File: config.mk
export PLATFORM = sky130hd
export DESIGN_NAME = program_loader
export DESIGN_NICKNAME = d
export VERILOG_FILES = /design/src/rtl/riscv_loader_pkg.sv /design/src/rtl/loader_word_assembler.sv /design/src/rtl/program_loader.sv
export SDC_FILE = /design/constraint.sdc
export NUM_CORES = 1
export LEC_CHECK = 0
export ABC_AREA = 1
export BUFFER_PORTS_ARGS = -buffer_cell sky130_fd_sc_hd__buf_4
export CORE_ASPECT_RATIO = 0.75
export CORE_MARGIN = 2
export CORE_UTILIZATION = 59
export CTS_BUF_LIST = sky130_fd_sc_hd__clkbuf_16
export DETAILED_ROUTE_END_ITERATION = 8
export PLACE_DENSITY = 0.85
export SLEW_MARGIN = 15
export SYNTH_ARGS = -nofsm -noshare
export SYNTH_HDL_FRONTEND = slang
export SYNTH_SLANG_ARGS = --single-unit
File: constraint.sdc
create_clock -name clock -period 2 [get_ports clock]
set_input_delay 0.2 -clock clock [delete_from_list [all_inputs] [get_ports clock]]
set_output_delay 0.2 -clock clock [all_outputs]
set_load 0.05 [all_outputs]
File: src/rtl/riscv_loader_pkg.sv
// Shared definitions for the serial program loader.
//   loader_state_e : FSM state encoding used by program_loader
//   SYNC_BYTE      : frame start marker
//   LEN_W          : width of the word-count field in the frame header
package riscv_loader_pkg;

  typedef enum logic [3:0] {
    ST_IDLE,
    ST_CLEAR,
    ST_SYNC,
    ST_LEN0,
    ST_LEN1,
    ST_DATA,
    ST_CHECK,
    ST_DONE,
    ST_ERROR
  } loader_state_e;

  localparam logic [7:0]  SYNC_BYTE = 8'hA5;
  localparam int unsigned LEN_W     = 16;

endpackage

File: src/rtl/loader_word_assembler.sv
// Collects four bytes (least-significant first) into a 32-bit instruction.
// Ports:
//   clock, reset : rising-edge clock, synchronous active-high reset
//   clear        : restart at byte 0 (start of a new load)
//   byte_valid   : byte_data is accepted this cycle
//   byte_data    : incoming byte
//   word_valid   : the 4th byte of a word is being accepted this cycle
//   word         : assembled word, valid together with word_valid
module loader_word_assembler (
  input  logic        clock,
  input  logic        reset,
  input  logic        clear,
  input  logic        byte_valid,
  input  logic [7:0]  byte_data,
  output logic        word_valid,
  output logic [31:0] word
);

  logic [1:0]  idx;
  logic [23:0] low;

  always_ff @(posedge clock) begin
    if (reset || clear) begin
      idx <= '0;
    end else if (byte_valid) begin
      idx <= idx + 2'd1;
    end
  end

  always_ff @(posedge clock) begin
    if (reset) begin
      low <= '0;
    end else if (byte_valid) begin
      case (idx)
        2'd0:    low[7:0]   <= byte_data;
        2'd1:    low[15:8]  <= byte_data;
        2'd2:    low[23:16] <= byte_data;
        default: ;
      endcase
    end
  end

  // The top byte is taken straight from the input so the word can be
  // registered by the caller in the same cycle its last byte arrives.
  always_comb begin
    word_valid = byte_valid && (idx == 2'd3);
    word       = {byte_data, low};
  end

endmodule

File: src/rtl/program_loader.sv
// Serial program loader for the instruction memory of the 8-bit RISC-V core.
// Frame: 0xA5, 16-bit word count (LSB first), N words (LSB first), and a
// trailing XOR checksum byte when PROGRAM_LOADER_CHECKSUM_EN is defined.
// Ports:
//   clock, reset    : rising-edge clock, synchronous active-high reset
//   start           : one-cycle load request (ignored while busy)
//   rx_valid/rx_data: received byte stream, one byte per cycle, no backpressure
//   rw              : instruction memory write strobe
//   reset_IF_memory : one-cycle instruction memory clear pulse
//   PC_write        : instruction write address
//   instruction_in  : instruction to write
//   core_reset      : holds the pipeline in reset during/after a failed load
//   busy/done/error : load status
module program_loader
  import riscv_loader_pkg::*;
#(
  parameter int unsigned PC_SIZE        = 10,
  parameter int unsigned ADDR_STEP      = 4,
  parameter int unsigned TIMEOUT_CYCLES = 1000000
) (
  input  logic               clock,
  input  logic               reset,
  input  logic               start,
  input  logic               rx_valid,
  input  logic [7:0]         rx_data,
  output logic               rw,
  output logic               reset_IF_memory,
  output logic [PC_SIZE-1:0] PC_write,
  output logic [31:0]        instruction_in,
  output logic               core_reset,
  output logic               busy,
  output logic               done,
  output logic               error
);

  localparam int unsigned MAX_WORDS = (32'd1 << PC_SIZE) / ADDR_STEP;
  localparam int unsigned TW        = $clog2(TIMEOUT_CYCLES + 1);

`ifdef PROGRAM_LOADER_CHECKSUM_EN
  localparam loader_state_e LOAD_END = ST_CHECK;
`else
  localparam loader_state_e LOAD_END = ST_DONE;
`endif

  loader_state_e    state, state_next;
  logic             in_frame, accept, timed_out;
  logic [7:0]       len_lo;
  logic [LEN_W-1:0] len, remaining;
  logic [TW-1:0]    timer, timer_nxt;
  logic             word_valid;
  logic [31:0]      word;

  always_comb begin
    in_frame  = state inside {ST_SYNC, ST_LEN0, ST_LEN1, ST_DATA, ST_CHECK};
    accept    = rx_valid && in_frame;
    len       = {rx_data, len_lo};
    timer_nxt = timer + TW'(1);
    timed_out = in_frame && !accept && (timer_nxt == TW'(TIMEOUT_CYCLES));
  end

  loader_word_assembler u_asm (
    .clock      (clock),
    .reset      (reset),
    .clear      (state == ST_CLEAR),
    .byte_valid (accept && (state == ST_DATA)),
    .byte_data  (rx_data),
    .word_valid (word_valid),
    .word       (word)
  );

`ifdef PROGRAM_LOADER_CHECKSUM_EN
  logic [7:0] csum;

  always_ff @(posedge clock) begin
    if (reset || state == ST_CLEAR) begin
      csum <= '0;
    end else if (accept && (state inside {ST_LEN0, ST_LEN1, ST_DATA})) begin
      csum <= csum ^ rx_data;
    end
  end
`endif

  always_ff @(posedge clock) begin
    if (reset) begin
      state <= ST_IDLE;
    end else begin
      state <= state_next;
    end
  end

  always_comb begin
    state_next = state;
    case (state)
      ST_IDLE, ST_DONE, ST_ERROR: if (start) state_next = ST_CLEAR;
      ST_CLEAR: state_next = ST_SYNC;
      ST_SYNC:  if (accept) state_next = (rx_data == SYNC_BYTE) ? ST_LEN0 : ST_ERROR;
      ST_LEN0:  if (accept) state_next = ST_LEN1;
      ST_LEN1: begin
        if (accept) begin
          if (32'(len) > MAX_WORDS) state_next = ST_ERROR;
          else if (len == '0)       state_next = LOAD_END;
          else                      state_next = ST_DATA;
        end
      end
      ST_DATA: if (word_valid && remaining == LEN_W'(1)) state_next = LOAD_END;
`ifdef PROGRAM_LOADER_CHECKSUM_EN
      ST_CHECK: if (accept) state_next = (rx_data == csum) ? ST_DONE : ST_ERROR;
`endif
      default: state_next = ST_IDLE;
    endcase
    if (timed_out) state_next = ST_ERROR;
  end

  // Status outputs are registered from the next state so they change in the
  // same cycle the FSM enters the corresponding state.
  always_ff @(posedge clock) begin
    if (reset) begin
      rw              <= 1'b0;
      reset_IF_memory <= 1'b0;
      core_reset      <= 1'b0;
      busy            <= 1'b0;
      done            <= 1'b0;
      error           <= 1'b0;
      PC_write        <= '0;
      instruction_in  <= '0;
      len_lo          <= '0;
      remaining       <= '0;
      timer           <= '0;
    end else begin
      rw              <= word_valid;
      reset_IF_memory <= (state_next == ST_CLEAR);
      busy            <= !(state_next inside {ST_IDLE, ST_DONE, ST_ERROR});
      done            <= (state_next == ST_DONE);
      error           <= (state_next == ST_ERROR);
      core_reset      <= !(state_next inside {ST_IDLE, ST_DONE});

      if (word_valid) instruction_in <= word;

      // Address moves on after the write strobe has been seen by the memory.
      if (state_next == ST_CLEAR) PC_write <= '0;
      else if (rw)                PC_write <= PC_write + PC_SIZE'(ADDR_STEP);

      if (accept && state == ST_LEN0) len_lo <= rx_data;

      if (accept && state == ST_LEN1) remaining <= len;
      else if (word_valid)            remaining <= remaining - LEN_W'(1);

      // timer = cycles since the last accepted byte, so the error appears
      // exactly TIMEOUT_CYCLES cycles after that byte.
      if (!in_frame || accept) timer <= TW'(1);
      else                     timer <= timer_nxt;
    end
  end

endmodule

* Word-level counts from Yosys, hierarchy flattened
Cells that the tools add are included.
** Word-level totals
- Flip-flop bits (word level) :: 122
- Output and inout port bits :: 48
- Word-level logic and storage cells :: 80
** Operators by class
- Add/sub/neg operators :: 4
- $lt $le $gt $ge :: 1
- Equal/unequal tests :: 17
- Muxes and demuxes :: 13
- Reductions and logical operators :: 28
** Operators with widths (count)
- 16-bit 2-to-1 mux :: 2
- 4-bit 2-to-1 mux :: 8
- 4-bit case mux with 6 select lines :: 1
- 20-bit by 1-bit adder with 20-bit output, second input constant :: 1
- 20-bit == test, second input constant :: 1
- 4-bit by 3-bit == test with 1-bit output, second input constant :: 5
- 16-bit by 1-bit == test with 1-bit output, second input constant :: 1
- 16-bit by 9-bit greater-than comparator with 1-bit output, second input constant :: 1
- 16-bit zero test :: 1
- 16-bit by 1-bit subtractor with 16-bit output, second input constant :: 1
- 10-bit by 3-bit adder with 10-bit output, second input constant :: 1
- 4-bit by 1-bit == test with 1-bit output, second input constant :: 2
- 4-bit by 2-bit == test with 1-bit output, second input constant :: 2
- 4-bit == test, second input constant :: 2
- 8-bit == test, second input constant :: 1
- 1-bit logical AND :: 8
- 4-bit zero test :: 2
- 2-bit AND reduction :: 3
- 5-bit nonzero test :: 1
- 2-bit == test, second input constant :: 2
- 1-bit zero test :: 4
- 2-bit nonzero test :: 2
- 2-bit OR reduction :: 2
- 3-bit nonzero test :: 1
- 7 further kinds :: 8

* Longest topological paths before layout
- Depth in word-level cells :: 12
- Gate-level depth with buffers :: 15
- Mapped depth without buffers :: 15

* By module
A second synthesis with hierarchy kept.
** Second synthesis, totals
- Cell total of the unflattened synthesis :: 843
- Area total of the unflattened synthesis :: 5804.3 sq um
** By module, submodules not included
- program_loader :: times used 1, cells each 663, area an instance 4619.4 sq um, seq. area each 1881.8 sq um
- loader_word_assembler :: times used 1, cells each 180, area an instance 1184.9 sq um, seq. area each 520.5 sq um

* Least setup slack after synthesis
Ideal clock, no wire load.
- Path type :: register -> register
- Start point :: register timer[0]
- End point :: register core_reset
- Library setup time :: 113 ps
- Data arrival time :: 1748 ps
- Required time :: 1887 ps
- Path slack :: 139 ps
- Stages on the path, launching flop included :: 15
- Path buffers :: 0
- Period minus slack after synthesis :: 1861 ps
- Path through :: dfxtp_1 ha_1 nand2_1 nor2_2 nand2_2 o21ai_2 nand2_1 nor2_1 nand2_1 nor2_1 nand3_2 nand3_2 nand2_1 nor2_1 nor2_1
** Between the ends
- Longest elaborated chain between the ends :: 7
- Elaborated cells on any way between the ends :: 8
** Ends and longest elaborated chain
- from (decl) :: line program_loader.sv:49 : logic [TW-1:0] timer, timer_nxt;
- from (signal assigned) :: line program_loader.sv:151 : else timer <= timer_nxt;
- 20-bit by 1-bit adder with 20-bit output (*) :: line program_loader.sv:57 : timer_nxt = timer + TW'(1);
- 20-bit == test (*) :: line program_loader.sv:58 : timed_out = in_frame && !accept && (timer_nxt == TW'(TIMEOUT_CYCLES));
- 1-bit logical AND (*) :: line program_loader.sv:58
- 4-bit 2-to-1 mux (*) :: line program_loader.sv:111 : if (timed_out) state_next = ST_ERROR;
- 4-bit by 3-bit == test with 1-bit output or 4-bit zero test (tied branches) :: line program_loader.sv:135 : core_reset <= !(state_next inside {ST_IDLE, ST_DONE});
- 2-bit nonzero test (*) :: line program_loader.sv:135
- 1-bit zero test (*) :: line program_loader.sv:135
- to (signal assigned) :: line program_loader.sv:135
- to (decl) :: line program_loader.sv:30 : output logic core_reset,
Mark *: on every way between the ends. The rest lies on a longest branch, timed or not.
A chain may end at the register's enable or synchronous reset.

* Worst setup path in the final report
- Start point :: register timer[1]
- End point :: register core_reset
Same word-level chain as after synthesis.

==> flow_metrics.env <==
export IMPL_via_per_inst=5.550
export IMPL_synth_simple_gate_area_share_pct=30.72
export IMPL_cts_tree="done"
export IMPL_nets=898
export IMPL_via_count=5650
export IMPL_cts_root_buf="clkbuf_16"
export IMPL_slew_violations=0
export IMPL_critPathMaxFanout=3
export IMPL_drcViolationCount=0
export IMPL_drive_above_1_share_pct=23.60
export IMPL_fillCellCount=590
export IMPL_drt_iter0_markers=587
export IMPL_synth_mux_area_share_pct=0.1797
export IMPL_synth_seq_cells=120
export IMPL_setup_viol=5
export IMPL_syn_to_final_growth_pct=28.36
export IMPL_yosys_area_share_xor_xnor_pct=3.773
export IMPL_ant_nets=0
export IMPL_grtUsageTotal_pct=29.61
export IMPL_synth_top_area_share_pct=43.12
export IMPL_clk_latency_ps=420
export IMPL_grt_overflow_total=0
export IMPL_skew_ps=5.294
export IMPL_hold_worst_slack_ps=88.74
export IMPL_power_mw=6.215
export IMPL_drt_pass1_iter_count=8
export IMPL_final_hold_violation_count=0
export IMPL_hp_class="input port to flip-flop"
export IMPL_grt_pass1_wl_um=23600
export IMPL_finalCritPeriodShare_pct=101.7
export IMPL_status="complete, but fails checks"
export IMPL_crit_arrival_ps=2390
export IMPL_postCtsHoldBufs=0
export IMPL_crit_type="flip-flop to flip-flop"
export IMPL_synth_compound_area_share_pct=12.15
export IMPL_max_freq_ghz=0.4917
export IMPL_rsz0062_at_grt="yes"
export IMPL_wirelength_um=15240
export IMPL_port_buffers=57
export IMPL_cp_end_kind="flip-flop"
export IMPL_syn_inst=792
export IMPL_die_area_um2=10250
export IMPL_initial_core_util_pct=61.08
export IMPL_die_h_um=88.16
export IMPL_p_leak_nw=3.183
export IMPL_die_width_um=116.2
export IMPL_drv_cap=0
export IMPL_critPathLaunchType="flip-flop"
export IMPL_timing_final_ws_setup_ps=-33.66
export IMPL_period_needed_ps=2034
export IMPL_dp_hpwl_um=9328
export IMPL_antenna_found_initial=0
export IMPL_final_cells=1018
export IMPL_ir_worst_vdd_uv=835.9
export IMPL_rows=30
export IMPL_diodes=0
export IMPL_ys_seq_area_share_pct=43.12
export IMPL_critPathRequiredTime_ps=2350
export IMPL_ios=60
export IMPL_clockBufferDepth=2
export IMPL_gp_congestion=0.9661
export IMPL_synth_avg_cell_area_um2=7.035
export IMPL_netlist_area_um2=5572
export IMPL_cts_htree_levels=4
export IMPL_clock_sinks=120
export IMPL_synthTopCellsByArea="dfxtp_1 43%, nor2_1 13%, nand2_1 8.8%"
export IMPL_ys_types=40
export IMPL_powerDensity_nw_per_um2=869.0
export IMPL_cts_clk_slew_worst_paths_ps=60
export IMPL_synth_adder_area_share_pct=2.021
export IMPL_grt_max_degree=52
export IMPL_core_area_um2=9121
export IMPL_first_global_vias=5176
export IMPL_synth_top_cell_by_area="dfxtp_1"
export IMPL_synth_top_family_by_area="simple AND/OR/NAND/NOR gates"
export IMPL_yosysWarningCount=0
export IMPL_wl_per_cell_um=14.97
export IMPL_hold_start="rx_data[4]"
export IMPL_worstReg2RegStart="timer[1]"
export IMPL_tns_ps=-68.59
export IMPL_numCtsBuffers=17
export IMPL_dp_cells=974
export IMPL_fin_util_pct=78.41
export IMPL_startpoint="timer[1]"
export IMPL_violations="negative setup slack"
-- Yosys cell counts, drive strengths merged --
cell / number
a21oi: 55
xnor2: 7
nand2: 139
o21bai: 1
o221ai: 4
ha: 9
o22ai: 1
a21boi: 1
nor4: 1
a31oi: 5
nand4: 11
and2: 2
clkbuf: 17
nor3: 14
nand3: 37
nor2: 195
o211ai: 5
buf: 9
mux2i: 1
clkinv: 1
a22oi: 1
conb: 1
inv: 87
o21ai: 49
dfxtp: 120
nand3b: 1
xor2: 17
a2bb2oi: 1
-- kinds of logic (layout without fill, tap and decap cells) --
family                     count (synthesis)  count (layout)
other                                      1               2
DFF                                      120             120
and+or+nand+nor                          400             400
xor gates and xnor gates                  24              24
buffers and inverters                    114             211
adders and majority gates                  9               9
AOI/OAI and AO/OA                        123             123
muxes                                      1               1
-- flip-flops by register name (all words and copies together), names as in the netlist, 2 cells and up --
register	count
remaining	16
u_asm.low	24
len_lo	8
timer	20
u_asm.idx	2
instruction_in	32
PC_write	8
state	4
-- cells in the final DEF (no fill, tap or decap), drive strengths merged --
cell      count
nor2        195
nand2       139
dfxtp       120
inv          92
buf          91
a21oi        55
o21ai        49
nand3        37
clkbuf       17
xor2         17
nor3         14
nand4        11
ha            9
xnor2         7
clkinv        6
o211ai        5
a31oi         5
o221ai        4
clkinvlp      3
conb          2
bufinv        2
and2          2
nor4          1
o22ai         1
a22oi         1
a2bb2oi       1
a21boi        1
o21bai        1
mux2i         1
nand3b        1
-- final timing paths --
kind | cells past startpoint | slack [ps] | to
worst max-delay path | 14 | -30 | core_reset
worst min register to register | 2 | 470 | len_lo[0]
worst min-delay path | 3 | 90 | len_lo[4]
worst max register to register | 14 | -30 | core_reset
-- per-layer routing --
metal	wire (um)	GRT usage, %	vias up
li1	-	-	2692
met4	411	13.96	0
met3	1105	6.574	47
met2	7434	50.51	268
met1	6289	35.92	2643
met5	0	0	-
-- area by class of cell --
cell class                 instances  area (um^2)  share of cell area (%)
clock inverter                    15        168.9                   2.362
tap                              128        160.2                   2.239
inverter                          88        330.3                   4.619
clock buffer                      17        425.4                   5.948
sequential                       120         2412                   33.73
timing repair buffer              91        690.7                   9.657
multi-input combinational        559         2964                   41.45
-- report_power, final --
group          internal [mW]  total [mW]  switching, mW
combinational          0.214       0.682          0.468
sequential              2.44        2.48         0.0414
clock                   1.86        3.05           1.19
total                   4.51        6.22           1.70
-- through the flow --
step | setup WS [ps] | area (um^2)
CTS | 3.764 | 6903
floorplan | 139.3 | 5575
global placement | 89.08 | 6215
global route | -238.8 | 7152
finish | -33.66 | 7152
detailed placement | 7.462 | 6215
-- critical path, cell delays in order (launching register included) --
cell and delay [ps]:
dfxtp_2 350, ha_4 150, nand3_1 120, nor2_2 190, nand3_1 100, nand2_1 60
nand2_1 70, buf_4 150, nor2_2 110, nand2_1 60, nor2_1 130, nand4_1 140
nand4_1 120, nand2_1 80, nor2_1 120
-- timing repair --
action	4_1_cts	5_1_grt
endpoints found under the setup margin	11	52
pin swaps	15	21
buffers inserted	4	8
gates resized for setup	20	52
(Power assumes the default switching activity.)
